$ cat config.mk
export PLATFORM = sky130hd
export DESIGN_NAME = sd_req_arbiter
export DESIGN_NICKNAME = d
export VERILOG_FILES = /design/src/rtl/sd_arb_pkg.sv /design/src/rtl/sd_req_arbiter.sv
export SDC_FILE = /design/constraint.sdc
export NUM_CORES = 1
export LEC_CHECK = 0
export ABC_AREA = 1
export CAP_MARGIN = 20
export CORE_AREA = 2 2 105 107
export CTS_CLUSTER_DIAMETER = 40
export DETAILED_ROUTE_END_ITERATION = 10
export DIE_AREA = 0 0 107 109
export GPL_TIMING_DRIVEN = 0
export PLACE_DENSITY = 0.89
export SETUP_SLACK_MARGIN = 0.15
export SYNTH_ARGS = -nofsm -noshare
export SYNTH_HDL_FRONTEND = slang
export SYNTH_SLANG_ARGS = --single-unit
export TNS_END_PERCENT = 30
$ cat constraint.sdc
create_clock -name clk_sys -period 4.7 [get_ports clk_sys]
set_input_delay 0.705 -clock clk_sys [delete_from_list [all_inputs] [get_ports clk_sys]]
set_output_delay 0.705 -clock clk_sys [all_outputs]
set_load 0.005 [all_outputs]
$ cat src/rtl/sd_arb_pkg.sv
// Shared types and constants for the SD sector-request arbiter.
package sd_arb_pkg;
  localparam int NREQ  = 2;
  localparam int LBA_W = 32;

  typedef enum logic [1:0] {
    IDLE     = 2'd0,
    ISSUE    = 2'd1,
    XFER     = 2'd2,
    COMPLETE = 2'd3
  } state_t;
endpackage

$ cat src/rtl/sd_req_arbiter.sv
// Two-requester round-robin arbiter in front of the hps_io block-transfer port,
// with per-requester request latches and a transfer timeout.
module sd_req_arbiter
  import sd_arb_pkg::*;
#(
  parameter logic [23:0] TIMEOUT = 24'd5000000
) (
  input  logic              clk_sys,
  input  logic              reset,
  input  logic [NREQ-1:0]   req_rd,
  input  logic [NREQ-1:0]   req_wr,
  input  logic [LBA_W-1:0]  req_lba0,
  input  logic [LBA_W-1:0]  req_lba1,
  input  logic              sd_ack,
  output logic [LBA_W-1:0]  sd_lba,
  output logic              sd_rd,
  output logic              sd_wr,
  output logic [NREQ-1:0]   grant,
  output logic [NREQ-1:0]   done,
  output logic [NREQ-1:0]   err,
  output logic              busy
);

  state_t            state, state_n;
  logic [NREQ-1:0]   pending, op_rd, accept, pend_clr;
  logic [LBA_W-1:0]  lba_q [NREQ];
  logic              last, last_n;
  logic [23:0]       cnt, cnt_n;
  logic [LBA_W-1:0]  sd_lba_n;
  logic              sd_rd_n, sd_wr_n, pick, expired;
  logic [NREQ-1:0]   grant_n, done_n, err_n;

  // A pulse is only taken when the requester has nothing outstanding.
  assign accept  = (req_rd | req_wr) & ~pending & ~grant;
  assign expired = (cnt == TIMEOUT - 24'd1);
  assign busy    = (state != IDLE);

  always_ff @(posedge clk_sys) begin
    if (reset) begin
      pending <= '0;
      op_rd   <= '0;
    end else begin
      for (int i = 0; i < NREQ; i++) begin
        if (pend_clr[i]) begin
          pending[i] <= 1'b0;
        end else if (accept[i]) begin
          pending[i] <= 1'b1;
          op_rd[i]   <= req_rd[i];
        end
      end
    end
  end

  always_ff @(posedge clk_sys) begin
    if (accept[0]) lba_q[0] <= req_lba0;
    if (accept[1]) lba_q[1] <= req_lba1;
  end

  always_ff @(posedge clk_sys) begin
    if (reset) begin
      state  <= IDLE;
      last   <= 1'b1;
      cnt    <= '0;
      sd_lba <= '0;
      sd_rd  <= 1'b0;
      sd_wr  <= 1'b0;
      grant  <= '0;
      done   <= '0;
      err    <= '0;
    end else begin
      state  <= state_n;
      last   <= last_n;
      cnt    <= cnt_n;
      sd_lba <= sd_lba_n;
      sd_rd  <= sd_rd_n;
      sd_wr  <= sd_wr_n;
      grant  <= grant_n;
      done   <= done_n;
      err    <= err_n;
    end
  end

  always_comb begin
    state_n  = state;
    last_n   = last;
    cnt_n    = cnt;
    sd_lba_n = sd_lba;
    sd_rd_n  = sd_rd;
    sd_wr_n  = sd_wr;
    grant_n  = grant;
    done_n   = '0;
    err_n    = '0;
    pend_clr = '0;
    pick     = (pending == 2'b11) ? ~last : pending[1];
    case (state)
      IDLE: begin
        if (|pending) begin
          state_n        = ISSUE;
          grant_n        = pick ? 2'b10 : 2'b01;
          sd_lba_n       = lba_q[pick];
          sd_rd_n        = op_rd[pick];
          sd_wr_n        = ~op_rd[pick];
          cnt_n          = '0;
          pend_clr[pick] = 1'b1;
        end
      end
      ISSUE, XFER: begin
        cnt_n = cnt + 24'd1;
        // A normal ack fall wins over a timeout hitting in the same cycle.
        if (state == XFER && !sd_ack) begin
          state_n = COMPLETE;
          done_n  = grant;
        end else if (expired) begin
          state_n = IDLE;
          sd_rd_n = 1'b0;
          sd_wr_n = 1'b0;
          grant_n = '0;
          err_n   = grant;
          last_n  = grant[1];
        end else if (state == ISSUE && sd_ack) begin
          state_n = XFER;
          sd_rd_n = 1'b0;
          sd_wr_n = 1'b0;
        end
      end
      COMPLETE: begin
        state_n = IDLE;
        grant_n = '0;
        last_n  = grant[1];
      end
      default: state_n = IDLE;
    endcase
  end

endmodule

# ---- Word level (Yosys, flattened, before mapping)
# Memories as Yosys holds them, arrays and structs flattened. A register that Yosys moved wholly into a read port is not among the register bits.
# Index checks and enable logic that the tools add are counted.
# W data, S select, Z words.
dict set report word_totals {
  ff_bits 39
  ramBits 64
  inputBits 71
  out_inout_bits 41
  elab_cells 93
  memories 1
}
# name depth width rd rd_ports_with_merged_regs write_ports line
set mem_list {}
lappend mem_list {lba_q 2 32 1 1 2 sd_req_arbiter.sv:26} ;# logic [LBA_W-1:0] lba_q [NREQ];
dict set report classes {
  addsub 1
  order_cmp 2
  n_eq_ne 10
  mux 33
  n_bitwise 12
  reduce_logical 22
}
# op count
set op_table {}
lappend op_table {{$pmux W24 S2} 1}
lappend op_table {{$add A24 B1 Y24 const B} 1}
lappend op_table {{$eq A24 B23 Y1 const B} 1}
lappend op_table {{$mux W24} 1}
lappend op_table {{$mux W2} 10}
lappend op_table {{$mux W1} 15}
lappend op_table {{$pmux W2 S3} 2}
lappend op_table {{$reduce_and A2 Y1} 5}
lappend op_table {{$reduce_or A2 Y1} 4}
lappend op_table {{$not A1 Y1} 7}
lappend op_table {{$eq A2 B2 Y1 const B} 3}
lappend op_table {{$ne A2 B2 Y1 const B} 3}
lappend op_table {{$pmux W1 S2} 3}
lappend op_table {{$reduce_and A3 Y1} 2}
lappend op_table {{$reduce_bool A2 Y1} 3}
lappend op_table {{$and A2 B2 Y2} 2}
lappend op_table {{$ne A4 B4 Y1 const B} 1}
lappend op_table {{$not A2 Y2} 2}
lappend op_table {{$reduce_and A4 Y1} 1}
lappend op_table {{$reduce_or A4 Y1} 1}
lappend op_table {{$logic_and A1 B1 Y1} 3}
lappend op_table {{$ne A3 B3 Y1 const B} 1}
lappend op_table {{$reduce_or A3 Y1} 1}
lappend op_table {{$eq A2 B1 Y1 const B} 1}
lappend op_table {{6 further kinds} 6}

# ---- Longest topological paths before layout
dict set report logic_depth {
  depth_word 10
  ltp_mapped 12
  mapped_depth_nobuf 12
}

# ---- Worst setup path before layout
# Ideal clock, no wire load.
dict set report synth_timing {
  path_kind {input -> register}
  startpoint {input port req_rd[1]}
  endpoint {memory lba_q[1][0] (enable)}
  arrival_time_ps 1536
  path_slack_ps 2777
  path_stages 4
  n_path_buf 0
  path_cell_list {nor2_1 > nor2_1 > nand2_1 > inv_1}
}
# element line
set synth_lines {}
lappend synth_lines {{start, declared} sd_req_arbiter.sv:10} ;# input logic [NREQ-1:0] req_rd,
lappend synth_lines {{end, declared} sd_req_arbiter.sv:26}

# ---- Final worst setup path
dict set report layout_timing {
  startpoint {register state[0]}
  endpoint {output port busy}
}
dict set report layout_between {
  elab_chain_len 1
}
# element line
set layout_lines {}
lappend layout_lines {{start, declared} sd_req_arbiter.sv:24} ;# state_t state, state_n;
lappend layout_lines {{start signal, assigned} sd_req_arbiter.sv:71} ;# state <= state_n;
lappend layout_lines {{$reduce_bool A2 Y1} sd_req_arbiter.sv:36} ;# assign busy = (state != IDLE);
lappend layout_lines {{end, declared} sd_req_arbiter.sv:21} ;# output logic busy
# No other way between the ends.

==> flow_summary.json <==
{
  "status": "finished, final reports clean",
  "ant_nets": 0,
  "stdcell_area_mm2": 0.00711,
  "core_region_area_mm2": 0.0106,
  "cts_resized": 0,
  "antenna_found_initial": 0,
  "critical-path-slowest-cell": "clkdlybuf4s50_1",
  "leakagePower_nw": 2.68,
  "netlist_top_cells_area": "edfxtp_1, dfxtp_1, nor2_1, nand2_1, o31ai_1",
  "drt-met1-wl_um": 4990,
  "route.top_layer_used": "met4",
  "drtIter0Drc": 312,
  "firstDrtPassIters": 7,
  "avgSynthCellArea_um2": 9.79,
  "worstPathCellList": "inv_1, ha_1, inv_2, clkdlybuf4s50_1",
  "crit_fanout": 5,
  "port_buffers": 110,
  "tritoncts": "done",
  "antennaDiodeCount": 0,
  "die_w_um": 107,
  "fin_crit_sh_pct": 56.2,
  "tns_ps": 0,
  "synth_area_mm2": 0.00526,
  "rows": 38,
  "worst_slew_pin_slew_ps": 809,
  "yosysWarnings": 0,
  "grt_pass1_wl_um": 21600,
  "place_hpwl_um": 9000,
  "finClkSkew_ps": 5.54,
  "setup_viol": 0,
  "slowest_delay_ps": 540,
  "ys_seq_area_share_pct": 63.6,
  "grt_max_degree": 22,
  "start_util_pct": 49.6,
  "grt.total_usage_pct": 24.4,
  "ir_drop_v": 0.000324,
  "mostFrequentLayoutCell": "nor2_1",
  "clock_latency_ps": 510,
  "maxSlewViolCount": 0,
  "fin_cells": 821,
  "critPathArrivalTime_ps": 1940,
  "ctsLongestPathBuffers": 2,
  "drive_gt1_share_pct": 9.10,
  "hold_viol_final": 0,
  "wl_met3_um": 1130,
  "power.density_mw_per_mm2": 588,
  "synth_cell_type_count": 31,
  "p_total_w": 0.00418,
  "critPathCaptureType": "output pin",
  "cts_hold_buf": 0,
  "cts_made_buffers": 17,
  "final_cell_mix": "nor2_1, clkdlybuf4s50_1, nand2_1",
  "boundaryPins": 112,
  "syn_inst": 537,
  "dp_cells": 789,
  "wl_met2_um": 6640,
  "dpl_cell_area_mm2": 0.00659,
  "rsz0062_at_grt": "false",
  "hold_depth": 2,
  "vias": 4394,
  "ff2ff_path_depth": 9,
  "place.gp.congestion": 0.837,
  "synth_top_cell_by_area": "edfxtp_1",
  "fmax_mhz": 379,
  "overflow": 0,
  "ys_ff_latch": 135,
  "critical_path_required_ps": 3990,
  "clk_pin_slew_worst_paths_ps": 60,
  "fin_crit_ps": 2640,
  "start_kind": "flop",
  "synth_nets": 614,
  "cts_setup_buffers": 0,
  "maxSlewHeadroom_pct": 46.0,
  "drc": 0,
  "wl_um": 13200,
  "area_delta_synth_final_pct": 35.4,
  "cts_max_level": 4,
  "design.die.area_mm2": 0.0117,
  "routedWlPerCell_um": 16.1,
  "avgViaCountPerCell": 5.35,
  "cts_root_buffer": "clkbuf_8",
  "hp-class": "flop to flop",
  "cap_violations": 0,
  "die_y_um": 109,
  "cts.sinks": 135,
  "synth_top_area_share_pct": 36.6,
  "path_class": "flop to output pin",
  "layout.nets": 745,
  "fillers": 721,
  "grt_pass1_vias": 4526
}
==> per-layer routing <==
metal / track usage [%] / vias up
li1: - / 2051
met1: 27.9 / 2063
met2: 41.6 / 239
met3: 8.13 / 41
met4: 11.2 / 0
met5: 0 / -
==> sequential cells by signal, indices dropped and copies added (netlist names) <==
register,count
lba_q,64
sd_lba,32
cnt,24
done,2
err,2
grant,2
op_rd,2
pending,2
state,2
last,1
sd_rd,1
sd_wr,1
==> critical path, delay by kind of cell (launching register included) <==
kind                       cells  cell delay [ps]
buffers and inverters          3              780
DFF                            1              380
adders and majority gates      1              260
==> power breakdown <==
part | total, W | leakage (nW) | switching [W] | internal (W)
clock network | 0.00118 | 0.252 | 0.000486 | 0.000690
registers | 0.00174 | 1.20 | 0.000151 | 0.00158
logic | 0.00127 | 1.23 | 0.000738 | 0.000534
==> worst paths after layout <==
| kind | slack [ps] | start | to |
|---|---|---|---|
| setup / recovery | 2060 | state[0]$_SDFFE_PP0P_ | busy |
| hold / removal | 460 | sd_lba[5]$_SDFFE_PP0P_ | sd_lba[5]$_SDFFE_PP0P_ |
| setup reg to reg | 2610 | state[0]$_SDFFE_PP0P_ | cnt[10]$_SDFFE_PP0P_ |
| hold reg to reg | 460 | sd_lba[5]$_SDFFE_PP0P_ | sd_lba[5]$_SDFFE_PP0P_ |
==> Yosys cell counts, drive strengths merged <==
master,n
a211oi,2
a21oi,14
a221oi,1
buf,13
clkbuf,3
clkinv,1
dfxtp,71
edfxtp,64
ha,6
inv,36
nand2,103
nand3,23
nand3b,1
nand4,7
nor2,135
nor3,11
o21ai,4
o21bai,1
o31ai,32
or2,1
xnor2,4
xor2,4
==> cell families after synthesis <==
group                    count (synthesis)  share of synthesized area (%)
AND/OR/NAND/NOR                        281                           22.4
flip-flops                             135                           63.6
AO/OA/AOI/OAI                           54                           7.10
buffers and inverters                   53                           4.17
XOR/XNOR                                 8                           1.33
adder cells (fa/ha/maj)                  6                           1.43
==> metrics by stage <==
step / worst slack [ps] / hold WS, ps / util (%)
finish: 2060 / 458 / 67.1
CTS: 2040 / 466 / 67.1
floorplan: 2780 / 429 / -
global placement: 1910 / 440 / 61.6
global route: 1990 / 482 / 67.1
detailed placement: 2090 / 449 / 62.1
==> final cells by class <==
cell class	instances	area, um^2	share of cell area (%)
Sequential cell	135	3340	47.0
Multi-Input combinational cell	349	1690	23.8
Timing Repair Buffer	112	1160	16.3
Clock buffer	17	414	5.82
Tap cell	140	175	2.46
Inverter	37	139	1.95
Clock inverter	15	114	1.60
Buffer	16	80.1	1.13
(Power assumes the default switching activity.)
